==> src/rtl/reverb_pkg.sv <==
// Shared constants, FSM state and mix encodings for the reverb feedback/mix stage.
package reverb_pkg;

  localparam int SAMPLE_W = 32;
  localparam int GAIN_W   = 16;
  localparam int BURST_W  = 11;

  typedef enum logic [1:0] {
    IDLE   = 2'd0,
    EXCITE = 2'd1,
    RING   = 2'd2
  } state_t;

  localparam logic [1:0] MIX_DRY = 2'd0;
  localparam logic [1:0] MIX_WET = 2'd1;
  localparam logic [1:0] MIX_AVG = 2'd2;
  localparam logic [1:0] MIX_SUM = 2'd3;

  localparam logic [SAMPLE_W-1:0] SAT_MAX = {1'b0, {(SAMPLE_W-1){1'b1}}};
  localparam logic [SAMPLE_W-1:0] SAT_MIN = {1'b1, {(SAMPLE_W-1){1'b0}}};

endpackage

==> src/rtl/reverb_feedback_mix_if.sv <==
// Sample-rate bus between the reverb control/delay line and the feedback/mix stage.
interface reverb_feedback_mix_if
  import reverb_pkg::*;
();

  logic                sample_en;
  logic                trig;
  logic [BURST_W-1:0]  burst_len;
  logic [GAIN_W-1:0]   decay_gain;
  logic [1:0]          mix_sel;
  logic [SAMPLE_W-1:0] dry_in;
  logic [SAMPLE_W-1:0] wet_in;
  logic [SAMPLE_W-1:0] fb_out;
  logic [SAMPLE_W-1:0] mix_out;
  logic                out_valid;
  logic                busy;

  modport master (
    output sample_en, trig, burst_len, decay_gain, mix_sel, dry_in, wet_in,
    input  fb_out, mix_out, out_valid, busy
  );

  modport slave (
    input  sample_en, trig, burst_len, decay_gain, mix_sel, dry_in, wet_in,
    output fb_out, mix_out, out_valid, busy
  );

endinterface

==> src/rtl/reverb_sat.sv <==
// Signed narrowing from IN_W to SAMPLE_W bits.
// Build option REVERB_FB_SAT_EN: clamp to SAT_MAX/SAT_MIN; otherwise keep the low bits (wrap).
module reverb_sat
  import reverb_pkg::*;
#(
  parameter int IN_W = SAMPLE_W + 1
) (
  input  logic [IN_W-1:0]     din,
  output logic [SAMPLE_W-1:0] dout
);

`ifdef REVERB_FB_SAT_EN
  logic [IN_W-SAMPLE_W:0] head;
  logic                   fits;

  // The value fits when every bit from the target sign bit upward agrees.
  assign head = din[IN_W-1:SAMPLE_W-1];
  assign fits = (&head) | ~(|head);
  assign dout = fits ? din[SAMPLE_W-1:0] : (din[IN_W-1] ? SAT_MIN : SAT_MAX);
`else
  logic unused_head;

  assign dout        = din[SAMPLE_W-1:0];
  assign unused_head = ^din[IN_W-1:SAMPLE_W];
`endif

endmodule

==> src/rtl/reverb_feedback_mix.sv <==
// Reverb feedback (decay + gated dry excitation) and dry/wet mix, two-stage pipeline.
// Build option REVERB_FB_SAT_EN (in reverb_sat): saturating instead of wrapping fb_out / sum-mix.
module reverb_feedback_mix
  import reverb_pkg::*;
#(
  parameter int SAMPLE_W = reverb_pkg::SAMPLE_W,
  parameter int GAIN_W   = reverb_pkg::GAIN_W,
  parameter int RING_LEN = 4096
) (
  input logic                  clk,
  input logic                  reset,
  reverb_feedback_mix_if.slave bus
);

  localparam int PROD_W   = SAMPLE_W + GAIN_W + 1;
  localparam int SCALED_W = PROD_W - GAIN_W;
  localparam int FB_W     = SCALED_W + 1;
  localparam int RING_W   = $clog2(RING_LEN + 1);

  state_t              state, state_nxt;
  logic                trig_q, trig_rise, excite;
  logic [BURST_W-1:0]  burst_cnt, burst_load;
  logic [RING_W-1:0]   ring_cnt;
  logic                burst_last, ring_last;

  assign trig_rise  = bus.trig & ~trig_q;
  assign burst_load = (bus.burst_len == '0) ? BURST_W'(1) : bus.burst_len;
  assign burst_last = bus.sample_en && (burst_cnt == BURST_W'(1));
  assign ring_last  = bus.sample_en && (ring_cnt == RING_W'(1));

  // trig_q resets high so a trig held through reset is not seen as an edge.
  always_ff @(posedge clk) begin
    if (reset) begin
      state     <= IDLE;
      trig_q    <= 1'b1;
      burst_cnt <= '0;
      ring_cnt  <= '0;
    end else begin
      state  <= state_nxt;
      trig_q <= bus.trig;
      if (trig_rise) begin
        burst_cnt <= burst_load;
      end else if (state == EXCITE && bus.sample_en) begin
        burst_cnt <= burst_cnt - BURST_W'(1);
        if (burst_last) ring_cnt <= RING_W'(RING_LEN);
      end else if (state == RING && bus.sample_en) begin
        ring_cnt <= ring_cnt - RING_W'(1);
      end
    end
  end

  // A trig edge always takes priority over a terminal count.
  always_comb begin
    state_nxt = state;
    unique case (state)
      IDLE:    if (trig_rise) state_nxt = EXCITE;
      EXCITE:  if (trig_rise) state_nxt = EXCITE;
               else if (burst_last) state_nxt = RING;
      RING:    if (trig_rise) state_nxt = EXCITE;
               else if (ring_last) state_nxt = IDLE;
      default: state_nxt = IDLE;
    endcase
  end

  always_comb begin
    bus.busy = (state != IDLE);
    excite   = (state == EXCITE);
  end

  logic signed [PROD_W-1:0] prod, prod_q;
  logic [SAMPLE_W-1:0]      dry_g_q, dry_q, wet_q;
  logic [1:0]               sel_q;
  logic                     v1;

  assign prod = $signed(bus.wet_in) * $signed({1'b0, bus.decay_gain});

  always_ff @(posedge clk) begin
    if (reset) begin
      v1      <= 1'b0;
      prod_q  <= '0;
      dry_g_q <= '0;
      dry_q   <= '0;
      wet_q   <= '0;
      sel_q   <= MIX_DRY;
    end else begin
      v1 <= bus.sample_en;
      if (bus.sample_en) begin
        prod_q  <= prod;
        dry_g_q <= excite ? bus.dry_in : '0;
        dry_q   <= bus.dry_in;
        wet_q   <= bus.wet_in;
        sel_q   <= bus.mix_sel;
      end
    end
  end

  logic [SCALED_W-1:0] scaled;
  logic [FB_W-1:0]     fb_sum;
  logic [SAMPLE_W:0]   mix_add;
  logic [SAMPLE_W-1:0] fb_val, sum_val, mix_val;
  logic                unused_bits;

  // The Q0.16 gain shift drops the low product bits.
  assign scaled      = prod_q[PROD_W-1:GAIN_W];
  assign fb_sum      = {scaled[SCALED_W-1], scaled} +
                       {{(FB_W-SAMPLE_W){dry_g_q[SAMPLE_W-1]}}, dry_g_q};
  assign mix_add     = {dry_q[SAMPLE_W-1], dry_q} + {wet_q[SAMPLE_W-1], wet_q};
  assign unused_bits = ^prod_q[GAIN_W-1:0];

  reverb_sat #(.IN_W(FB_W))       u_fb_sat  (.din(fb_sum),  .dout(fb_val));
  reverb_sat #(.IN_W(SAMPLE_W+1)) u_mix_sat (.din(mix_add), .dout(sum_val));

  always_comb begin
    mix_val = dry_q;
    case (sel_q)
      MIX_DRY: mix_val = dry_q;
      MIX_WET: mix_val = wet_q;
      MIX_AVG: mix_val = mix_add[SAMPLE_W:1];
      default: mix_val = sum_val;
    endcase
  end

  always_ff @(posedge clk) begin
    if (reset) begin
      bus.out_valid <= 1'b0;
      bus.fb_out    <= '0;
      bus.mix_out   <= '0;
    end else begin
      bus.out_valid <= v1;
      if (v1) begin
        bus.fb_out  <= fb_val;
        bus.mix_out <= mix_val;
      end
    end
  end

endmodule
==> src/flat_wrapper.sv <==
// flat-port wrapper written by rule: the top's interface ports become plain ports
module reverb_feedback_mix_flat import reverb_pkg::*;
#(
  parameter int SAMPLE_W = reverb_pkg::SAMPLE_W,
  parameter int GAIN_W   = reverb_pkg::GAIN_W,
  parameter int RING_LEN = 4096
)
  (clk, reset, bus_sample_en, bus_trig, bus_burst_len, bus_decay_gain, bus_mix_sel, bus_dry_in, bus_wet_in, bus_fb_out, bus_mix_out, bus_out_valid, bus_busy);
  reverb_feedback_mix_if bus_i ();
  input logic clk;
  input logic reset;
  input wire logic [$bits(bus_i.sample_en)-1:0] bus_sample_en;
  input wire logic [$bits(bus_i.trig)-1:0] bus_trig;
  input wire logic [$bits(bus_i.burst_len)-1:0] bus_burst_len;
  input wire logic [$bits(bus_i.decay_gain)-1:0] bus_decay_gain;
  input wire logic [$bits(bus_i.mix_sel)-1:0] bus_mix_sel;
  input wire logic [$bits(bus_i.dry_in)-1:0] bus_dry_in;
  input wire logic [$bits(bus_i.wet_in)-1:0] bus_wet_in;
  output wire logic [$bits(bus_i.fb_out)-1:0] bus_fb_out;
  output wire logic [$bits(bus_i.mix_out)-1:0] bus_mix_out;
  output wire logic [$bits(bus_i.out_valid)-1:0] bus_out_valid;
  output wire logic [$bits(bus_i.busy)-1:0] bus_busy;
  assign bus_i.sample_en = bus_sample_en;
  assign bus_i.trig = bus_trig;
  assign bus_i.burst_len = bus_burst_len;
  assign bus_i.decay_gain = bus_decay_gain;
  assign bus_i.mix_sel = bus_mix_sel;
  assign bus_i.dry_in = bus_dry_in;
  assign bus_i.wet_in = bus_wet_in;
  assign bus_fb_out = bus_i.fb_out;
  assign bus_mix_out = bus_i.mix_out;
  assign bus_out_valid = bus_i.out_valid;
  assign bus_busy = bus_i.busy;
  reverb_feedback_mix #(.SAMPLE_W(SAMPLE_W), .GAIN_W(GAIN_W), .RING_LEN(RING_LEN)) u_core (.clk(clk), .reset(reset), .bus(bus_i));
endmodule
==> config.mk <==
export PLATFORM = sky130hd
export DESIGN_NAME = reverb_feedback_mix_flat
export DESIGN_NICKNAME = d
export VERILOG_FILES = /design/src/rtl/reverb_pkg.sv /design/src/rtl/reverb_feedback_mix_if.sv /design/src/rtl/reverb_sat.sv /design/src/rtl/reverb_feedback_mix.sv /design/src/flat_wrapper.sv
export SDC_FILE = /design/constraint.sdc
export NUM_CORES = 2
export LEC_CHECK = 0
export BUFFER_PORTS_ARGS = -buffer_cell sky130_fd_sc_hd__buf_2
export CORE_UTILIZATION = 45
export CTS_BUF_LIST = sky130_fd_sc_hd__clkbuf_8 sky130_fd_sc_hd__clkbuf_16
export DETAILED_ROUTE_END_ITERATION = 8
export GPL_TIMING_DRIVEN = 1
export PLACE_DENSITY = 0.68
export SETUP_SLACK_MARGIN = 0.5
export SYNTH_ARGS = -nofsm -noshare
export SYNTH_HDL_FRONTEND = slang
export SYNTH_SLANG_ARGS = --single-unit
export TNS_END_PERCENT = 50
==> constraint.sdc <==
create_clock -name clk -period 9.9 [get_ports clk]
set_input_delay 0 -clock clk [delete_from_list [all_inputs] [get_ports clk]]
set_output_delay 0 -clock clk [all_outputs]
set_load 0.01 [all_outputs]
# After elaboration in Yosys (flattened, before gate mapping)
# Index checks and enable logic that the tools add are counted.
[word_totals] word_cells=57 regBits=239
[op_classes] mul=1 n_eq_ne=10 muxes=14 reduce_logical=12 n_addsub=4 bitwise_logic=3
[op_table] cell="case mux 32 bit (3 select lines)" count=1
[op_table] cell="multiplier 32 x 17 -> 48 bit" count=1
[op_table] cell="two-way mux 13 bit" count=3
[op_table] cell="adder 32 x 32 -> 33 bit" count=1
[op_table] cell="two-way mux 11 bit" count=3
[op_table] cell="adder 32 bit" count=1
[op_table] cell="two-way mux 32 bit" count=1
[op_table] cell="equality test 13 x 1 -> 1 bit (second input constant)" count=1
[op_table] cell="subtractor 13 x 1 -> 13 bit (second input constant)" count=1
[op_table] cell="equality test 11 x 1 -> 1 bit (second input constant)" count=1
[op_table] cell="logical NOT 11 bit" count=1
[op_table] cell="subtractor 11 x 1 -> 11 bit (second input constant)" count=1
[op_table] cell="two-way mux 2 bit" count=5
[op_table] cell="case mux 2 bit (3 select lines)" count=1
[op_table] cell="AND reduction 3 bit" count=2
[op_table] cell="nonzero test 2 bit" count=3
[op_table] cell="equality test 2 x 1 -> 1 bit (second input constant)" count=2
[op_table] cell="equality test 2 bit (second input constant)" count=2
[op_table] cell="logical AND 1 bit" count=4
[op_table] cell="logical NOT 2 bit" count=2
[op_table] cell="inequality test 2 x 1 -> 1 bit (second input constant)" count=2
[op_table] cell="inequality test 3 x 1 -> 1 bit (second input constant)" count=1
[op_table] cell="inequality test 3 x 2 -> 1 bit (second input constant)" count=1
[op_table] cell="inverter 1 bit" count=2
[op_table] cell="AND 1 bit" count=1

# Longest topological paths before layout
[logic_depth] depth_word=5 mapped_depth=25

# Modules after synthesis
# A second synthesis with hierarchy kept.
[hier_totals] cells_unflattened=3413 hier_area_um2=30260.3
[modules_own_cells] module="reverb_feedback_mix" seq_area_each_um2=4484.3 cells_per_inst=3349 area_each_um2=29779.8 instances=1
[modules_own_cells] module="reverb_sat" seq_area_each_um2=0.0 cells_per_inst=32 area_each_um2=240.2 instances=2

# Worst setup path after synthesis
# OpenSTA, ideal clock, no wires.
[synth_path] path_kind="input -> register" start="input bus_wet_in[31]" end="register u_core.prod_q[47]" setup_slack_ps=3879 n_path_buf=3 required_ps=9786 path_stages=24 arrival_time_ps=5906 path_cell_list="clkbuf_1 > clkbuf_1 > nand2_1 > fa_1 > inv_1 > fa_1 > fa_1 > inv_1 > fa_1 > inv_1 > fa_1 > inv_1 > fa_1 > inv_1 > ha_1 > clkbuf_1 > a21oi_1 > nor2b_1 > o21ai_0 > nand2b_1 > a211o_1 > a21oi_1 > a21oi_1 > a2111oi_0"
[synth_via] elab_chain_len=1
[synth_lines] element="from (decl)" line_no="flat_wrapper.sv:18" rtl="input wire logic [$bits(bus_i.wet_in)-1:0] bus_wet_in;"
[synth_lines] element="multiplier 32 x 17 -> 48 bit" line_no="reverb_feedback_mix.sv:75" rtl="assign prod = $signed(bus.wet_in) * $signed({1'b0, bus.decay_gain});"
[synth_lines] element="to (signal assigned)" line_no="reverb_feedback_mix.sv:88" rtl="prod_q <= prod;"
[synth_lines] element="to (decl)" line_no="reverb_feedback_mix.sv:70" rtl="logic signed [PROD_W-1:0] prod, prod_q;"
# No other way between the ends.
# A chain may end at the register's enable or synchronous reset.

# Worst setup path in the final report
[layout_path] start="input bus_wet_in[17]" end="register u_core.prod_q[41]"
# Same word-level chain as after synthesis.

==> flow_metrics.env <==
export IMPL_period_minus_slack_ps=6630
export IMPL_io_pins=163
export IMPL_cpLargestDelayFamily="adder cells"
export IMPL_dp_cells=4227
export IMPL_port_buffers=162
export IMPL_first_global_vias=24500
export IMPL_hold_class="primary input to register"
export IMPL_postLayoutCoreUtil=0.504
export IMPL_insertedDiodeCount=0
export IMPL_clk_pin_slew_ps=60
export IMPL_grt_max_degree=75
export IMPL_num_rows=93
export IMPL_gp_congestion=0.916
export IMPL_antenna_left=0
export IMPL_critPathMaxStageDelay_ps=550
export IMPL_drt_pass1_iterations=5
export IMPL_hold_start="bus_wet_in[29]"
export IMPL_path_cells="dlygate4sd3_1 > buf_2 > nand2_1 > fa_1 > fa_1 > fa_1 > inv_1 > fa_1 > fa_1 > inv_1 > fa_1 > inv_1 > ha_1 > a21o_1 > a21o_1 > a221oi_1 > o21ai_0 > a31oi_1 > a21oi_1 > o31ai_1 > mux2_2 > a311o_1"
export IMPL_drc=0
export IMPL_via_count=23400
export IMPL_syn2layout_area_growth_pct=10.2
export IMPL_post_drt_wl_per_cell_um=18.3
export IMPL_period_share=0.670
export IMPL_clock_sinks=223
export IMPL_synth_avg_cell_area_sq_um=8.81
export IMPL_clockRootBuffer="clkbuf_16"
export IMPL_rsz0062_at_grt="no"
export IMPL_vias_per_cell=5.39
export IMPL_synth_edf_count=0
export IMPL_tritoncts="yes"
export IMPL_path_depth=22
export IMPL_min_path_cells=3
export IMPL_reg2reg_to="u_core.bus.mix_out[29]$_SDFFE_PP0P_"
export IMPL_worstPathArrival_ps=7070
export IMPL_cts_buffer_depth=3
export IMPL_clk_latency_ps=560
export IMPL_floorplan_initialDensity=0.457
export IMPL_die_height_um=258
export IMPL_postCtsSetupBuffers=0
export IMPL_core_area_sq_um=64700
export IMPL_drv_slew=0
export IMPL_slew_limit_headroom=0.235
export IMPL_cap_violations=0
export IMPL_holdBufCountCts=81
export IMPL_criticalPathCategory="primary input to register"
export IMPL_hold_violations=0
export IMPL_htreeDepth=1
export IMPL_finalNetCount=4240
export IMPL_critPathLaunchType="primary input"
export IMPL_antenna_found_initial=0
export IMPL_r2r_start="u_core.wet_q[0]$_SDFFE_PP0P_"
export IMPL_die_area_sq_um=66700
export IMPL_yosys_warnings=0
export IMPL_setup_viol=0
export IMPL_path_max_fanout=17
export IMPL_syn_nets=4115
export IMPL_worst_ep_required_time_ps=10330
export IMPL_fmax_mhz=151
export IMPL_critPathBufInv=5
export IMPL_synth_top_flop_cell="dfxtp_1"
export IMPL_crit_slowest_cell="dlygate4sd3_1"
export IMPL_cp_common_cell="fa_1"
export IMPL_ys_seq_area_frac=0.151
export IMPL_crit_path_end_kind="register"
export IMPL_crit_start="bus_wet_in[17]"
export IMPL_grt_pass1_wl_mm=130
export IMPL_cts_buffers=25
export IMPL_stdcell_count=4351
export IMPL_synthCells=3355
export IMPL_initialDrtViolationCount=1481
export IMPL_hold_end="u_core.wet_q[29]$_SDFFE_PP0P_"
export IMPL_syn_area_sq_um=29600
export IMPL_timing_setup_tns_ps=0
export IMPL_track_usage=0.247
export IMPL_synth_ff_latch_count=223
export IMPL_rrSetupSlack_ps=6050
export IMPL_ff2ff_path_depth=11
export IMPL_drt_total_wl_mm=79.8
export IMPL_worst_hold_slack_ps=43.1
export IMPL_cts_resized=0
export IMPL_finClkSkew_ps=24.4
export IMPL_max_slew_worst_pin_slew_ps=1150
export IMPL_gr_total_overflow=0
export IMPL_die_w_um=258
export IMPL_drive_gt1_frac=0.0764
export IMPL_status="complete, no violations"
export IMPL_async_flop_share=0
export IMPL_fillCellCount=6180
export IMPL_synth_cell_types=82
export IMPL_dpl_hpwl_mm=60.0
-- cells in the mapped netlist, types with 8 or more instances --
| master | number | area (sq um) |
|---|---|---|
| o22ai_1 | 10 | 62.6 |
| dfxtp_1 | 223 | 4460 |
| xor2_1 | 28 | 245 |
| a21oi_1 | 135 | 676 |
| o21a_1 | 25 | 188 |
| or3_1 | 13 | 81.3 |
| xnor2_1 | 53 | 464 |
| o21ai_0 | 69 | 345 |
| o211ai_1 | 11 | 82.6 |
| a22o_1 | 12 | 105 |
| nand3_1 | 66 | 330 |
| nand4_1 | 17 | 106 |
| a32o_1 | 8 | 80.1 |
| nor2_1 | 177 | 664 |
| nor3_1 | 34 | 170 |
| o21bai_1 | 10 | 75.1 |
| nand3b_1 | 9 | 67.6 |
| nor2b_1 | 17 | 106 |
| fa_1 | 484 | 9690 |
| and2_1 | 232 | 1450 |
| clkbuf_1 | 146 | 548 |
| a31oi_1 | 17 | 106 |
| nand2_1 | 410 | 1540 |
| ha_1 | 179 | 2240 |
| nor4_1 | 9 | 56.3 |
| a21o_1 | 62 | 465 |
| buf_1 | 11 | 41.3 |
| mux4_2 | 21 | 473 |
| inv_1 | 603 | 2260 |
| and3_1 | 17 | 106 |
| mux2i_1 | 102 | 1020 |
| a211oi_1 | 25 | 188 |
-- how the worst max path moves through the flow --
stage	endpoint	slack (ps)
after global routing	u_core.prod_q[47]$_SDFFE_PP0P_	2880
after detailed placement	u_core.prod_q[41]$_SDFFE_PP0P_	3050
after floorplan	u_core.prod_q[47]$_SDFFE_PP0P_	3880
after global placement	u_core.prod_q[41]$_SDFFE_PP0P_	3130
after CTS	u_core.prod_q[41]$_SDFFE_PP0P_	3340
final	u_core.prod_q[41]$_SDFFE_PP0P_	3270
-- metrics by stage --
stage          worst slack [ps]  instance area [sq um]
2_1_floorplan              3880                  29600
3_3_place_gp               3130                  31000
3_5_place_dp               3050                  31000
4_1_cts                    3340                  32600
5_1_grt                    2880                  32600
6_report                   3270                  32600
-- sequential cells by signal, summed over array words and instances, names as in the netlist --
name and flops:
u_core.trig_q 1, u_core.ring_cnt 13, u_core.prod_q 32, u_core.wet_q 32, u_core.sel_q 2, u_core.bus.fb_out 32
u_core.dry_g_q 32, u_core.bus.out_valid 1, u_core.state 2, u_core.dry_q 32, u_core.bus.mix_out 32, u_core.v1 1
u_core.burst_cnt 11
-- layout make-up --
class                           count  area (sq um)  area share
Clock buffer                       32           722      0.0221
Clock inverter                     11          95.1     0.00292
Inverter                          604          2270      0.0696
Multi-Input combinational cell   2371         22200       0.683
Sequential cell                   223          4470       0.137
Tap cell                          855          1070      0.0328
Timing Repair Buffer              255          1720      0.0529
-- cell families after synthesis --
group,after synthesis,synth area share
adder cells (fa/ha/maj),663,0.403
buffers and inverters,761,0.0966
flip-flops,223,0.151
AND/OR/NAND/NOR,1042,0.170
XOR/XNOR,81,0.0240
multiplexers,130,0.0532
AO/OA/AOI/OAI,455,0.102
-- routing by layer --
layer	part of all wire	global-route usage	vias to the layer above
met4	0.049	0.107	0
met1	0.41	0.311	11700
met2	0.49	0.427	694
met3	0.050	0.0285	205
met5	0	0	-
li1	-	-	10900
-- tightest hold or removal path, stage by stage --
cell and delay [ps]:
buf_2 270, mux2i_1 210, nor2_1 60
-- cell usage in the layout (no fill, tap or decap), drive strengths merged, types with 10 or more instances in the layout --
cell / instances
a211oi: 25
a21o: 62
a21oi: 135
a22o: 12
a31oi: 17
and2: 232
and3: 17
buf: 174
clkbuf: 32
dfxtp: 223
dlygate4sd3: 81
fa: 484
ha: 179
inv: 608
mux2i: 102
mux4: 21
nand2: 410
nand3: 66
nand4: 17
nor2: 177
nor2b: 17
nor3: 35
nor4: 11
o211ai: 12
o21a: 25
o21ai: 70
o21bai: 10
o22ai: 10
or3: 14
xnor2: 53
xor2: 28
Power is not shown: default switching activity piles up to over one toggle a cycle in this logic, so the estimate is an artifact.
